$ cat src/rtl/muldiv_pkg.sv
// muldiv_pkg
//   Shared definitions for the multiply/divide sequencer and its arbiter.
//   DEF_W   : default operand/result width
//   op_e    : operation encoding used on op0/op1/eng_op (OP_MUL = 0, OP_DIV = 1)
//   state_e : sequencer FSM states
//   DIV0_LO : quotient returned for a divide by zero (all ones)
package muldiv_pkg;

  localparam int DEF_W = 32;

  typedef enum logic {
    OP_MUL = 1'b0,
    OP_DIV = 1'b1
  } op_e;

  typedef enum logic [1:0] {
    IDLE  = 2'd0,
    ISSUE = 2'd1,
    WAIT  = 2'd2,
    RESP  = 2'd3
  } state_e;

  localparam logic [DEF_W-1:0] DIV0_LO = '1;

endpackage

$ cat src/rtl/rr_arbiter2.sv
// rr_arbiter2
//   Two-way round-robin picker. Purely combinational; the parent keeps
//   last_gnt and updates it when a response is delivered.
//   req[1:0] : in  - request lines from port 1 / port 0
//   last_gnt : in  - id of the port served most recently
//   gnt_id   : out - id of the selected port (valid when any = 1)
//   any      : out - at least one request is pending
module rr_arbiter2 (
  input  logic [1:0] req,
  input  logic       last_gnt,
  output logic       gnt_id,
  output logic       any
);

  // On a tie the port that was not served last wins; otherwise the only
  // requester wins.
  always_comb begin
    any    = |req;
    gnt_id = (&req) ? ~last_gnt : req[1];
  end

endmodule

$ cat src/rtl/muldiv_arbiter.sv
// muldiv_arbiter
//   Sequencer and two-port round-robin arbiter for a shared multi-cycle
//   MULT/DIV engine. Short-circuits divide-by-zero and exact repeats of the
//   last engine result without starting the engine.
//   clk, rst               : clock, synchronous active-high reset
//   req0/1, op0/1          : request and operation (0 = MULT, 1 = DIV) per port
//   a0, b0, a1, b1         : operands per port (DIV computes a / b)
//   rsp_valid0/1           : one-cycle response pulse per port
//   rsp_hi, rsp_lo         : shared result {hi, lo}, held between responses
//   busy                   : sequencer is not in IDLE
//   eng_start, eng_op      : engine start pulse and operation select
//   eng_a, eng_b           : latched operands to the engine
//   eng_done               : engine completion pulse
//   eng_hi, eng_lo         : engine result, valid with eng_done
module muldiv_arbiter
  import muldiv_pkg::*;
#(
  parameter int W = DEF_W
) (
  input  logic         clk,
  input  logic         rst,
  input  logic         req0,
  input  logic         req1,
  input  logic         op0,
  input  logic         op1,
  input  logic [W-1:0] a0,
  input  logic [W-1:0] b0,
  input  logic [W-1:0] a1,
  input  logic [W-1:0] b1,
  output logic         rsp_valid0,
  output logic         rsp_valid1,
  output logic [W-1:0] rsp_hi,
  output logic [W-1:0] rsp_lo,
  output logic         busy,
  output logic         eng_start,
  output logic         eng_op,
  output logic [W-1:0] eng_a,
  output logic [W-1:0] eng_b,
  input  logic         eng_done,
  input  logic [W-1:0] eng_hi,
  input  logic [W-1:0] eng_lo
);

  localparam logic [W-1:0] DIV0_RES = {W{DIV0_LO[0]}};

  state_e       state, state_nxt;
  logic         last_gnt;
  logic         id, id_nxt;
  logic         gnt_id, gnt_any;
  logic         sel_op;
  logic [W-1:0] sel_a, sel_b;
  logic         hit, div0;

  logic         cache_valid;
  logic         cache_op;
  logic [W-1:0] cache_a, cache_b, cache_hi, cache_lo;

  rr_arbiter2 u_arb (
    .req      ({req1, req0}),
    .last_gnt (last_gnt),
    .gnt_id   (gnt_id),
    .any      (gnt_any)
  );

  // Operand selection for the winner, short-circuit detection, and the
  // next-state logic. The cache hit takes priority over divide-by-zero.
  always_comb begin
    sel_op    = gnt_id ? op1 : op0;
    sel_a     = gnt_id ? a1  : a0;
    sel_b     = gnt_id ? b1  : b0;
    hit       = cache_valid && (sel_op == cache_op) &&
                (sel_a == cache_a) && (sel_b == cache_b);
    div0      = (sel_op == OP_DIV) && (sel_b == '0);
    state_nxt = state;
    id_nxt    = id;
    case (state)
      IDLE: begin
        if (gnt_any) begin
          id_nxt    = gnt_id;
          state_nxt = (hit || div0) ? RESP : ISSUE;
        end
      end
      ISSUE:   state_nxt = WAIT;
      WAIT:    if (eng_done) state_nxt = RESP;
      RESP:    state_nxt = IDLE;
      default: state_nxt = IDLE;
    endcase
  end

  // State, operand/result latches and outputs. Every output is a flop
  // loaded from next-state values so it lines up with the state it marks.
  always_ff @(posedge clk) begin
    if (rst) begin
      state       <= IDLE;
      id          <= 1'b0;
      last_gnt    <= 1'b1;
      cache_valid <= 1'b0;
      busy        <= 1'b0;
      eng_start   <= 1'b0;
      eng_op      <= OP_MUL;
      eng_a       <= '0;
      eng_b       <= '0;
      rsp_valid0  <= 1'b0;
      rsp_valid1  <= 1'b0;
      rsp_hi      <= '0;
      rsp_lo      <= '0;
    end else begin
      state      <= state_nxt;
      id         <= id_nxt;
      busy       <= (state_nxt != IDLE);
      eng_start  <= (state_nxt == ISSUE);
      rsp_valid0 <= (state_nxt == RESP) && !id_nxt;
      rsp_valid1 <= (state_nxt == RESP) &&  id_nxt;
      if (state == IDLE && gnt_any) begin
        eng_op <= sel_op;
        eng_a  <= sel_a;
        eng_b  <= sel_b;
        if (hit) begin
          rsp_hi <= cache_hi;
          rsp_lo <= cache_lo;
        end else if (div0) begin
          rsp_hi <= sel_a;
          rsp_lo <= DIV0_RES;
        end
      end
      if (state == WAIT && eng_done) begin
        rsp_hi      <= eng_hi;
        rsp_lo      <= eng_lo;
        cache_valid <= 1'b1;
      end
      if (state == RESP) begin
        last_gnt <= id;
      end
    end
  end

  // Cache payload only matters while cache_valid is set, so it needs no reset.
  always_ff @(posedge clk) begin
    if (state == WAIT && eng_done) begin
      cache_op <= eng_op;
      cache_a  <= eng_a;
      cache_b  <= eng_b;
      cache_hi <= eng_hi;
      cache_lo <= eng_lo;
    end
  end

endmodule

$ cat config.mk
export PLATFORM = sky130hd
export DESIGN_NAME = muldiv_arbiter
export DESIGN_NICKNAME = d
export VERILOG_FILES = /design/src/rtl/muldiv_pkg.sv /design/src/rtl/rr_arbiter2.sv /design/src/rtl/muldiv_arbiter.sv
export SDC_FILE = /design/constraint.sdc
export NUM_CORES = 1
export LEC_CHECK = 0
export ABC_CLOCK_PERIOD_IN_PS = 5600
export CORE_ASPECT_RATIO = 1.5
export CORE_MARGIN = 4
export CORE_UTILIZATION = 44
export DETAILED_ROUTE_END_ITERATION = 10
export PLACE_DENSITY = 0.77
export SLEW_MARGIN = 20
export SYNTH_ARGS = -nofsm -noshare
export SYNTH_HDL_FRONTEND = slang
export SYNTH_SLANG_ARGS = --single-unit
export TNS_END_PERCENT = 1
$ cat constraint.sdc
create_clock -name clk -period 5.6 [get_ports clk]
set_input_delay 1.12 -clock clk [delete_from_list [all_inputs] [get_ports clk]]
set_output_delay 1.12 -clock clk [all_outputs]
set_load 0.005 [all_outputs]
==> metrics.txt <==
Max Clk Rate 208 MHz; final setup fails 0; final WL 48.4 mm; Sink Count about 270; terminus of the critical flop-to-flop path rsp_lo[3]; type of element capturing the critical path flop; core region area ~27000 um^2; Max-cap violations 0; Setup Crit Path Kind in2reg; worst clock skew on the final layout roughly 0.021 ns; Synthesized Nets 1328; top cell type's share of synthesized area 0.322; final clock period utilization by the worst path 0.856; Final Hold Violating Endpoints 0; IO Count ~330; net total in the final layout about 1700; hold-critical path depth 0; transition time at the pin with the least slew margin around 1.1 ns; clock-pin slew of the registers on the worst-case setup and hold paths ~0.07 ns; total congestion overflow 0; worst endpoint required time between 6 and 7 ns; Finished Cell Area roughly 17000 um^2; pre-CTS setup slack approximately 0.27 ns; number of H-tree levels 1; biggest area consumer among synthesized cells sky130_fd_sc_hd__edfxtp_1; Chip Height around 210 um; class of the tightest hold or removal check reg2reg; via-per-instance ratio 6.14; most frequently used flop master after synthesis sky130_fd_sc_hd__dfxtp_1; number of DRC markers in iteration 0 1128; Slowest-stage cell, CP sky130_fd_sc_hd__clkdlybuf4s50_1; Placed Instance Area between 15000 and 20000 um^2; die width approximately 140 um; Final GP Congestion ~0.95; library cell appearing most often on the critical path sky130_fd_sc_hd__a21oi_1; largest net degree at the start of global routing 135; unrepaired setup endpoints after global routing no; clock tree from TritonCTS built; count of standard-cell rows 73; status finished clean; peak supply drop roughly 0.28 mV; logic depth of the worst setup path including buffers 12; fin crit period 4.80 ns; Final Max Slew Viols 0; Post-DRT Antenna Nets 0; pwr/cell area 326 nW/um^2; count of fill cells added during filler insertion between 2000 and 2500; sequence of cells on the critical path clkdlybuf4s50_1 > a21boi_4 > buf_4 > mux2i_1 > xnor2_1 > a21oi_1 > nand4_1 > nor4bb_4 > buf_12 > mux2i_1 > a21oi_1 > a21oi_1; family with the most delay on the worst path buffers and inverters; wire length per cell 26.7 um; Fin Hold WS about 0.46 ns; flops & latches, synth 267; asr flop ratio synth 0; latest clock arrival within the worst-skew pair around 0.57 ns; initial antenna violation count 7; data arrival at the endpoint of the critical path 5.29 ns; number of flops mapped to enable cells by yosys 129; flop-to-flop setup slack 1.55 ns; Sum Neg Setup Slack 0 ns; ratio of cells with drive above 1 in the final layout 0.0707; final worst setup slack 0.804 ns; post-synthesis instance area approximately 12000 um^2; r2r worst-path depth 11; Pre-Repair DR Iteration Count 5; Post CTS Setup Buffer Count 0; startpoint of the lowest-slack register-to-register path last_gnt; Synth Warn # 0; post-synthesis cell type count 64; Detailed Place HPWL roughly 35 mm; headroom to the max-slew limit 0.240; cells taking the most area after synthesis sky130_fd_sc_hd__edfxtp_1 (32%), sky130_fd_sc_hd__dfxtp_1 (23%), sky130_fd_sc_hd__a211oi_1 (5.0%), sky130_fd_sc_hd__mux2i_1 (4.7%), sky130_fd_sc_hd__nor2_1 (4.5%); Num CTS Buffers 27; Cells after Synth about 1100; initial core utilization 0.449; count of buffers from port buffering between 300 and 400; crit-path max cell delay approximately 0.59 ns; CTS root buffer sky130_fd_sc_hd__clkbuf_16; largest fanout on the critical path 57; sink of the worst hold path cache_b[4]; vias after detailed routing between 10000 and 15000; post-CTS sizing 0; total die area about 30000 um^2; leakage component of the power 6.26 nW; end-of-flow core utilization 0.629; post-route DRC violation count 0; clock tree buffer depth 3; wire length of the first global-routing pass a little over 70 mm; combined buffer and inverter count along the critical path 3; hold buffer count at cts 0; layout-stage area growth over the synthesis result 39.9%; vias in the first global route about 11000; sequential cell area fraction in the yosys report 0.552; hold path startpoint eng_b[4]; crit path launch type primary input; Synth Area per Inst about 11 um^2; global routing usage summed across all routing layers 0.309
## cells by family after synthesis
kind of cell,Yosys count,synth area share
AO/OA/AOI/OAI,314,0.202
XOR/XNOR,26,0.0189
adder cells (fa/ha/maj),4,0.00416
flip-flops,267,0.552
buffers and inverters,112,0.0389
AND/OR/NAND/NOR,345,0.137
multiplexers,57,0.0479
## area by class of cell
type	count	area, um^2	share of cell area
Antenna cell	7	17.5	0.00104
Clock buffer	31	732	0.0435
Clock inverter	19	251	0.0149
Inverter	34	133	0.00788
Multi-Input combinational cell	746	4970	0.295
Sequential cell	267	6640	0.394
Tap cell	337	422	0.0251
Timing Repair Buffer	374	3670	0.218
## placed cells by master, fill, tap and decap left out, types with 5 or more instances in the layout
| cell type | synthesis | layout |
|---|---|---|
| sky130_fd_sc_hd__o2111ai_1 | 8 | 8 |
| sky130_fd_sc_hd__bufinv_16 | 0 | 5 |
| sky130_fd_sc_hd__o221a_1 | 30 | 30 |
| sky130_fd_sc_hd__nand2_1 | 58 | 57 |
| sky130_fd_sc_hd__inv_1 | 34 | 33 |
| sky130_fd_sc_hd__clkdlybuf4s50_1 | 0 | 330 |
| sky130_fd_sc_hd__o221ai_1 | 7 | 7 |
| sky130_fd_sc_hd__nand2b_1 | 22 | 22 |
| sky130_fd_sc_hd__xor2_1 | 6 | 6 |
| sky130_fd_sc_hd__clkbuf_16 | 0 | 28 |
| sky130_fd_sc_hd__a21oi_1 | 47 | 47 |
| sky130_fd_sc_hd__a211oi_1 | 80 | 80 |
| sky130_fd_sc_hd__o31ai_1 | 34 | 34 |
| sky130_fd_sc_hd__and3_1 | 27 | 27 |
| sky130_fd_sc_hd__nand3_1 | 7 | 7 |
| sky130_fd_sc_hd__a2bb2oi_1 | 6 | 6 |
| sky130_fd_sc_hd__nor3_1 | 30 | 29 |
| sky130_fd_sc_hd__nand4_1 | 11 | 11 |
| sky130_fd_sc_hd__edfxtp_1 | 129 | 129 |
| sky130_fd_sc_hd__o22ai_1 | 16 | 16 |
| sky130_fd_sc_hd__nor4_1 | 22 | 22 |
| sky130_fd_sc_hd__mux2i_1 | 56 | 56 |
| sky130_fd_sc_hd__o2bb2ai_1 | 8 | 8 |
| sky130_fd_sc_hd__dfxtp_1 | 138 | 138 |
| sky130_fd_sc_hd__diode_2 | 0 | 7 |
| sky130_fd_sc_hd__o21ai_0 | 9 | 9 |
| sky130_fd_sc_hd__a311oi_1 | 18 | 18 |
| sky130_fd_sc_hd__a221oi_1 | 8 | 8 |
| sky130_fd_sc_hd__buf_4 | 0 | 41 |
| sky130_fd_sc_hd__a22o_1 | 5 | 5 |
| sky130_fd_sc_hd__xnor2_1 | 20 | 20 |
| sky130_fd_sc_hd__a21o_1 | 8 | 8 |
| sky130_fd_sc_hd__nor2_1 | 145 | 145 |
## how the worst max path moves through the flow
stage          start          to  slack, ns
6_report        req1  rsp_hi[21]       0.80
5_1_grt         req1  rsp_valid1       0.58
4_1_cts         req1  rsp_hi[21]       0.80
3_5_place_dp    req1  rsp_lo[22]       0.27
3_3_place_gp    req1  rsp_lo[22]       0.30
2_1_floorplan   req1   rsp_lo[0]       1.19
## registers in the layout, summed over array words and instances, names as in the netlist, 2 cells and up
register and cells:
cache_a 32, cache_b 32, cache_hi 32, cache_lo 32
eng_a 32, eng_b 32, rsp_hi 32, rsp_lo 32
state 2
## cells in the mapped netlist (6+ instances only)
| library cell | count |
|---|---|
| sky130_fd_sc_hd__nor2_1 | 145 |
| sky130_fd_sc_hd__dfxtp_1 | 138 |
| sky130_fd_sc_hd__edfxtp_1 | 129 |
| sky130_fd_sc_hd__a211oi_1 | 80 |
| sky130_fd_sc_hd__clkbuf_1 | 58 |
| sky130_fd_sc_hd__nand2_1 | 58 |
| sky130_fd_sc_hd__mux2i_1 | 56 |
| sky130_fd_sc_hd__a21oi_1 | 47 |
| sky130_fd_sc_hd__inv_1 | 34 |
| sky130_fd_sc_hd__o31ai_1 | 34 |
| sky130_fd_sc_hd__nor3_1 | 30 |
| sky130_fd_sc_hd__o221a_1 | 30 |
| sky130_fd_sc_hd__and3_1 | 27 |
| sky130_fd_sc_hd__nand2b_1 | 22 |
| sky130_fd_sc_hd__nor4_1 | 22 |
| sky130_fd_sc_hd__xnor2_1 | 20 |
| sky130_fd_sc_hd__a311oi_1 | 18 |
| sky130_fd_sc_hd__o22ai_1 | 16 |
| sky130_fd_sc_hd__nand4_1 | 11 |
| sky130_fd_sc_hd__o21ai_0 | 9 |
| sky130_fd_sc_hd__a21o_1 | 8 |
| sky130_fd_sc_hd__a221oi_1 | 8 |
| sky130_fd_sc_hd__buf_2 | 8 |
| sky130_fd_sc_hd__o2111ai_1 | 8 |
| sky130_fd_sc_hd__o2bb2ai_1 | 8 |
| sky130_fd_sc_hd__buf_1 | 7 |
| sky130_fd_sc_hd__nand3_1 | 7 |
| sky130_fd_sc_hd__o221ai_1 | 7 |
| sky130_fd_sc_hd__a2bb2oi_1 | 6 |
| sky130_fd_sc_hd__xor2_1 | 6 |
## metal layers
layer	track usage	share of wire	up-vias
met3	0.0488	0.080	136
met2	0.526	0.50	646
met4	0.157	0.056	0
met1	0.376	0.37	5398
li1	-	-	4972
met5	0	0	-
## per-stage QoR
stage / std cells / power (W)
floorplan: 1125 / 0.00285
global placement: 1758 / 0.00349
detailed placement: 1758 / 0.00351
CTS: 1808 / 0.00549
global route: 1815 / 0.00566
finish: 1815 / 0.00549
## where the power goes
group	total [W]	internal, W	switching, W
logic	0.00112	0.000552	0.000567
registers	0.00237	0.00224	0.000131
clock network	0.00200	0.00118	0.000819
total	0.00549	0.00397	0.00152
No activity file was read; power rests on OpenSTA's default activity.
